**src/rtl/tdm_demux1to4.sv**
```systemverilog
// ---------------------------------------------------------------------------
// tdm_demux1to4
//   Receive end of a 4-slot TDM link. Slot words arrive one per enable
//   strobe, with a frame-sync flag marking slot 0. A slot counter tracks the
//   position within the frame, and shadow registers collect slots 0..2. On
//   slot 3 the whole frame is presented on y as four parallel channel words.
//   The block also keeps a good-frame counter that drives a lock flag, and it
//   flags alignment errors (missing or early sync).
//
// Parameters
//   W           width of one slot word
//   LOCK_FRAMES consecutive good frames before lock asserts (1..15)
//
// Ports
//   clk   in   system clock, rising edge
//   rst   in   synchronous active-high reset
//   en    in   slot strobe; d and fs are sampled only when en=1
//   d     in   slot data word [W-1:0]
//   fs    in   frame sync, high with the slot-0 word
//   y     out  last complete frame, slot 0 in the LSBs [4*W-1:0]
//   s     out  index of the next slot expected
//   vld   out  one-cycle pulse, y holds a new frame
//   lock  out  frame alignment stable
//   err   out  one-cycle pulse, alignment error detected
// ---------------------------------------------------------------------------
module tdm_demux1to4 #(
   parameter int W           = 1,
   parameter int LOCK_FRAMES = 2
) (
   input  logic           clk,
   input  logic           rst,
   input  logic           en,
   input  logic [W-1:0]   d,
   input  logic           fs,
   output logic [4*W-1:0] y,
   output logic [1:0]     s,
   output logic           vld,
   output logic           lock,
   output logic           err
);

   localparam logic [0:0] ST_HUNT  = 1'b0;
   localparam logic [0:0] ST_SYNC  = 1'b1;
   localparam logic [3:0] GOOD_MAX = 4'(LOCK_FRAMES);

   logic [0:0]     state_q, state_d;
   logic [1:0]     s_q, s_d;
   logic [W-1:0]   sh0_q, sh0_d;
   logic [W-1:0]   sh1_q, sh1_d;
   logic [W-1:0]   sh2_q, sh2_d;
   logic [4*W-1:0] y_q, y_d;
   logic [3:0]     good_q, good_d;
   logic           vld_q, vld_d;
   logic           err_q, err_d;
   logic           lock_q, lock_d;
   logic [3:0]     good_inc;

   always_comb begin
      // NOTE: every signal gets a default first, so no path leaves one unassigned (no latches).
      state_d  = state_q;
      s_d      = s_q;
      sh0_d    = sh0_q;
      sh1_d    = sh1_q;
      sh2_d    = sh2_q;
      y_d      = y_q;
      good_d   = good_q;
      lock_d   = lock_q;
      vld_d    = 1'b0;
      err_d    = 1'b0;
      good_inc = (good_q == GOOD_MAX) ? good_q : good_q + 4'd1;

      if (en) begin
         if (state_q == ST_HUNT) begin
            // While hunting, only a sync word is accepted. It starts a frame.
            if (fs) begin
               sh0_d   = d;
               s_d     = 2'd1;
               state_d = ST_SYNC;
            end
         end else if (fs) begin
            // A sync word anywhere other than slot 0 aborts the partial frame.
            // It is still a valid slot 0, so a new frame starts right away.
            if (s_q != 2'd0) begin
               err_d  = 1'b1;
               good_d = 4'd0;
               lock_d = 1'b0;
            end
            sh0_d = d;
            s_d   = 2'd1;
         end else if (s_q == 2'd0) begin
            // Slot 0 arrived without sync: alignment lost, so hunt again.
            err_d   = 1'b1;
            good_d  = 4'd0;
            lock_d  = 1'b0;
            state_d = ST_HUNT;
         end else begin
            case (s_q)
               2'd1: begin
                  sh1_d = d;
                  s_d   = 2'd2;
               end
               2'd2: begin
                  sh2_d = d;
                  s_d   = 2'd3;
               end
               default: begin
                  y_d    = {d, sh2_q, sh1_q, sh0_q};
                  vld_d  = 1'b1;
                  s_d    = 2'd0;
                  good_d = good_inc;
                  if (good_inc == GOOD_MAX) lock_d = 1'b1;
               end
            endcase
         end
      end
   end

   always_ff @(posedge clk) begin
      // NOTE: state registers use non-blocking assignments, so every flop samples pre-edge values.
      if (rst) begin
         state_q <= ST_HUNT;
         s_q     <= 2'd0;
         sh0_q   <= '0;
         sh1_q   <= '0;
         sh2_q   <= '0;
         y_q     <= '0;
         good_q  <= 4'd0;
         vld_q   <= 1'b0;
         err_q   <= 1'b0;
         lock_q  <= 1'b0;
      end else begin
         state_q <= state_d;
         s_q     <= s_d;
         sh0_q   <= sh0_d;
         sh1_q   <= sh1_d;
         sh2_q   <= sh2_d;
         y_q     <= y_d;
         good_q  <= good_d;
         vld_q   <= vld_d;
         err_q   <= err_d;
         lock_q  <= lock_d;
      end
   end

   assign y    = y_q;
   assign s    = s_q;
   assign vld  = vld_q;
   assign lock = lock_q;
   assign err  = err_q;

endmodule

```
**config.mk**
```make
export PLATFORM = sky130hd
export DESIGN_NAME = tdm_demux1to4
export DESIGN_NICKNAME = d
export VERILOG_FILES = /design/src/rtl/tdm_demux1to4.sv
export SDC_FILE = /design/constraint.sdc
export NUM_CORES = 1
export LEC_CHECK = 0
export BUFFER_PORTS_ARGS = -buffer_cell sky130_fd_sc_hd__clkbuf_2
export CORE_MARGIN = 5
export CORE_UTILIZATION = 35
export DETAILED_ROUTE_END_ITERATION = 6
export PLACE_DENSITY = 0.56
export SKIP_LAST_GASP = 1
export SLEW_MARGIN = 10
export SYNTH_ARGS = -nofsm -noshare
export SYNTH_HDL_FRONTEND = slang
export SYNTH_SLANG_ARGS = --single-unit
```
**constraint.sdc**
```tcl
create_clock -name clk -period 1.69 [get_ports clk]
set_input_delay 0.338 -clock clk [delete_from_list [all_inputs] [get_ports clk]]
set_output_delay 0.338 -clock clk [all_outputs]
set_load 0.05 [all_outputs]
```
After elaboration in Yosys (flattened, before gate mapping)
Index checks and enable logic that the tools add are counted.
- bits in registers: 17
- output and inout bits: 9
- logic and storage cells: 60
- add/sub/neg operators: 1
- eq/ne operators: 7
- mux-type cells: 23
- bitwise gates (word level): 5
- reduce and logical (&&, ||, !) cells: 14
- operator list (operator ; number):
    2-to-1 mux 4 bit ; 5
    AND reduction 5 bit ; 4
    2-to-1 mux 1 bit ; 13
    equality test 4 x 2 -> 1 bit (second input constant) ; 2
    2-to-1 mux 2 bit ; 4
    NOT 1 bit ; 5
    OR reduction 5 bit ; 1
    adder 4 x 1 -> 4 bit (second input constant) ; 1
    one-hot mux 2 bit (2 select lines) ; 1
    AND reduction 4 bit ; 1
    nonzero test 2 bit ; 2
    inequality test 3 x 1 -> 1 bit (second input constant) ; 1
    AND reduction 3 bit ; 1
    nonzero test 3 bit ; 1
    OR reduction 3 bit ; 1
    equality test 2 x 1 -> 1 bit (second input constant) ; 1
    equality test 2 bit (second input constant) ; 1
    logical NOT 2 bit ; 1
    inequality test 2 x 1 -> 1 bit (second input constant) ; 1
    inequality test 2 bit (second input constant) ; 1
    AND reduction 2 bit ; 1
    OR reduction 2 bit ; 1

Logic depth before layout (Yosys ltp)
- depth in word-level cells: 7
- gate-level depth with buffers: 7
- gate-level depth less buffers: 7

Worst setup path before layout
OpenSTA, ideal clock, no wires.
- kind: reg-to-reg
- from: reg s_q[0], in the netlist s[0]
- to: reg good_q[0]
- setup time: 66 ps
- data arrival time: 2072 ps
- setup slack: -448 ps
- stages on the path, launching flop included: 7
- path buffers: 0
- clock period less this slack: 2138 ps
- cell sequence: dfxtp_1 > inv_1 > ha_1 > or2_0 > or4_4 > o21ba_1 > a21oi_2
- word-level cells in the longest chain between the ends: 4
- elaborated cells between the ends (all ways): 10
- those cells by class: eq/ne: 4; mux: 2; reduce/logical: 4
- RTL lines (item ; RTL line ; RTL):
    start, declared ; 47 ; logic [1:0] s_q, s_d;
    start signal, assigned ; 122 ; s_q <= 2'd0;
    start signal, assigned ; 133 ; s_q <= s_d;
    equality test 2 bit or equality test 2 x 1 -> 1 bit (tied branches) ; 97 ; case (s_q)
    OR reduction 2 bit (no source line) ; -- ;
    inequality test 3 x 1 -> 1 bit (no source line) ; -- ;
    AND reduction 4 bit (no source line) ; -- ;
    end signal, assigned ; 138 ; good_q <= good_d;
    end, declared ; 52 ; logic [3:0] good_q, good_d;
Several ways; a longest one is shown, not always the timed one.
A chain may end at the register's enable or synchronous reset.

Final worst setup path
- from: reg s_q[1], in the netlist s[1]
- to: reg good_q[0]
The elaborated chain is that of the path after synthesis.

==> run_results.csv <==
group,metric,value,unit
run_status,outcome,"completed",
global_route,antenna_found_initial,0,
finish,antenna_cells,0,
synth,synth_nets,109,
clock_tree,cts_sinks,17,
timing,slew_violations,0,
detailed_routing,wl,1.77,mm
finish,final_layout_size_suffix_gt1_share,27.2,%
critical_path,path_buf_inv,1,
clock_tree,root_buffer,"clkbuf_4",
timing,tightest_slew,0.343,ns
critical_path,crit_fanout,6,
floorplan,die_area,0.00356,mm²
floorplan,ios,14,
critical_path,crit_family,"simple AND/OR/NAND/NOR gates",
critical_path,critPathMaxStageDelay,0.51,ns
detailed_routing,ant_nets,0,
clock_tree,clk_pin_slew_worst_paths,0.10,ns
critical_path,endpoint_kind,"register",
global_route,grt_use_met1,11.8,%
finish,fill_cells,245,
detailed_routing,via_per_inst,4.99,
global_route,grt_pass1_wl,2.91,mm
critical_path,arrival,1.89,ns
synth,synth_cell_types,30,
detailed_routing,drt_pass1_iterations,4,
timing,finalSetupTns,0,ns
global_route,grt_max_degree,14,
power_and_ir_drop,p_leak,0.510,nW
synth,synth_warnings,0,
clock_tree,clockBufferDepth,2,
place,dp_hpwl,1.35,mm
detailed_routing,wire_per_inst,12.3,µm
finish,finalInstanceArea,0.00105,mm²
synth,synth.avg_cell_area,9.09,µm²
timing,rsz0062_at_grt,"true",
synth,post-synth-top-area-cell,"dfxtp_1",
synth,yosys.area.top_type_share,39.4,%
detailed_routing,drc,0,
critical_path,crit_slowest_cell,"or4_4",
synth,synth_cells,95,
floorplan,die_y,59.7,µm
power_and_ir_drop,power_density,699,mW/mm²
critical_path,cp.required,1.92,ns
critical_path,worstSetupStartpointType,"register",
power_and_ir_drop,totalPowerFinal,0.735,mW
floorplan,num_rows,18,
detailed_routing,vias,718,
timing,fin_ws,0.0344,ns
finish,areaGrowthSynthToFinish,21.7,%
place,placed_cell_area,1000,µm²
run,maxCapViolCount,0,
global_route,grt.busiest_layer,"met2",
timing,timing.hold.ws,0.325,ns
clock_tree,cts_made_buffers,3,
timing,finalCritPeriodShare,98.0,%
timing,finalCriticalPeriod,1.66,ns
clock_tree,insertion_delay,0.29,ns
floorplan,initial_core_util,35.8,%
synth,ys_seq_area_share,39.4,%
synth,synth_area,863,µm²
detailed_routing,drt_iter0_markers,19,
critical_path,cp_cell_sequence,"inv_2, ha_4, or2_0, or4_4, o21ba_1, a21oi_2",
finish,nNetsFinal,129,
timing,skew,0.00380,ns
clock_tree,htree_levels,1,
floorplan,dieWidth,59.7,µm
global_route,groute.usage.overall,10.9,%
place,port-buffer-count,13,
min_path,min_path_type,"input pin to register",
synth,synth_seq_cells,17,
timing,clock.fmax,0.604,GHz
global_route,grt_use_met2,19.1,%
power_and_ir_drop,max-vdd-ir-drop,0.000409,V
timing,finalHoldViolCount,0,
clock_tree,cts_tree,"built",
place,gp_congestion,0.743,
critical_path,path_class,"register to register",
place,place_ws,0.0154,ns
critical_path,ff2ff_setup_slack,0.03,ns
floorplan,core_area,0.00241,mm²
global_route,grt_use_met3,3.24,%
synth,synthTopCellsByArea,"dfxtp_1 39%, ha_1 13%, mux2i_1 9.3%",
timing,maxSlewHeadroom,77.1,%
global_route,grt-ovfl-total,0,
timing,setup_viol,0,
global_route,grt_pass1_vias,730,
==> synth_stat cells <==
cell,number
o211ai_1,2
a31oi_1,2
nor2b_1,1
o21ai_0,2
inv_1,7
nor3_1,2
o21ba_1,1
or3b_2,1
nor3b_1,2
dfxtp_1,17
or2_2,1
a211oi_1,1
nor2_1,8
or3b_1,1
a21oi_2,1
a22o_1,1
nand2_1,9
ha_1,9
nand3_1,5
nor4_1,1
o21bai_1,1
a21oi_1,4
xor2_1,1
or4_4,1
or2_0,1
nand3b_1,1
and3_1,1
clkbuf_1,2
and2_1,1
mux2i_1,8
==> metal layers <==
metal	wire [µm]	vias up
li1	-	365
met1	802	336
met2	869	15
met3	81	2
met4	12	0
met5	0	-
==> worst reg2reg max path, delay by kind of cell, from the launching register on <==
family	cells	cell delay [ns]
AO/OA/AOI/OAI	2	0.33
adder cells (fa/ha/maj)	1	0.17
buffers and inverters	1	0.05
flip-flops	1	0.36
AND/OR/NAND/NOR	2	0.70
==> worst paths after layout <==
check / start / end / cells past startpoint
hold reg to reg: sh0_q / sh0_q / 2
setup reg to reg: s[1] / good_q[0] / 6
hold / removal: d / sh0_q / 3
setup / recovery: s[1] / good_q[0] / 6
==> flip-flops by register name, indices dropped and copies added (netlist names) <==
name	flops
good_q	4
sh0_q	1
vld	1
err	1
s	2
sh1_q	1
lock	1
state_q	1
y	4
sh2_q	1
==> layout by cell type, fill, tap and decap left out, types with 2 or more instances in the layout <==
cell type / netlist / final
ha_1: 9 / 8
inv_1: 7 / 5
nor3_1: 2 / 2
o21ai_0: 2 / 2
nor2_1: 8 / 8
dfxtp_1: 17 / 15
nand3_1: 5 / 5
buf_4: 0 / 4
clkbuf_4: 0 / 3
dfxtp_4: 0 / 2
nor3b_1: 2 / 2
mux2i_1: 8 / 8
a21oi_1: 4 / 4
nand2_1: 9 / 9
o211ai_1: 2 / 2
clkbuf_2: 0 / 13
inv_2: 0 / 2
==> report_power, final <==
part	switching (mW)	total (mW)	internal [mW]
logic	0.0583	0.0994	0.0412
registers	0.0113	0.419	0.408
clock network	0.129	0.216	0.0879
total	0.198	0.735	0.537
==> stage by stage <==
step,std cells,utilization [%]
floorplan,95,-
global placement,138,41.5
detailed placement,138,41.5
CTS,144,43.3
global route,144,43.6
finish,144,43.6
==> final cells by class <==
cell class	instances	area (µm²)	share of cell area, %
Clock buffer	3	22.5	2.14
Tap cell	30	37.5	3.57
Sequential cell	17	348	33.1
Clock inverter	1	5.00	0.476
Timing Repair Buffer	17	95.1	9.05
Inverter	7	26.3	2.50
Multi-Input combinational cell	69	517	49.2
==> repair_timing <==
action | CTS | global route
hold buffers | 0 | 0
buffers inserted | 2 | 0
setup endpoints to repair | 1 | 3
pin swaps | 0 | 1
gates resized for setup | 0 | 1
==> cells by family after synthesis <==
group           synth area share (%)
simple gates                    21.7
flops                           39.4
compound gates                  11.6
buf+inv                         3.91
fa+ha+maj                       13.0
mux                             9.28
xor+xnor                        1.01
No activity file was read; power rests on OpenSTA's default activity.
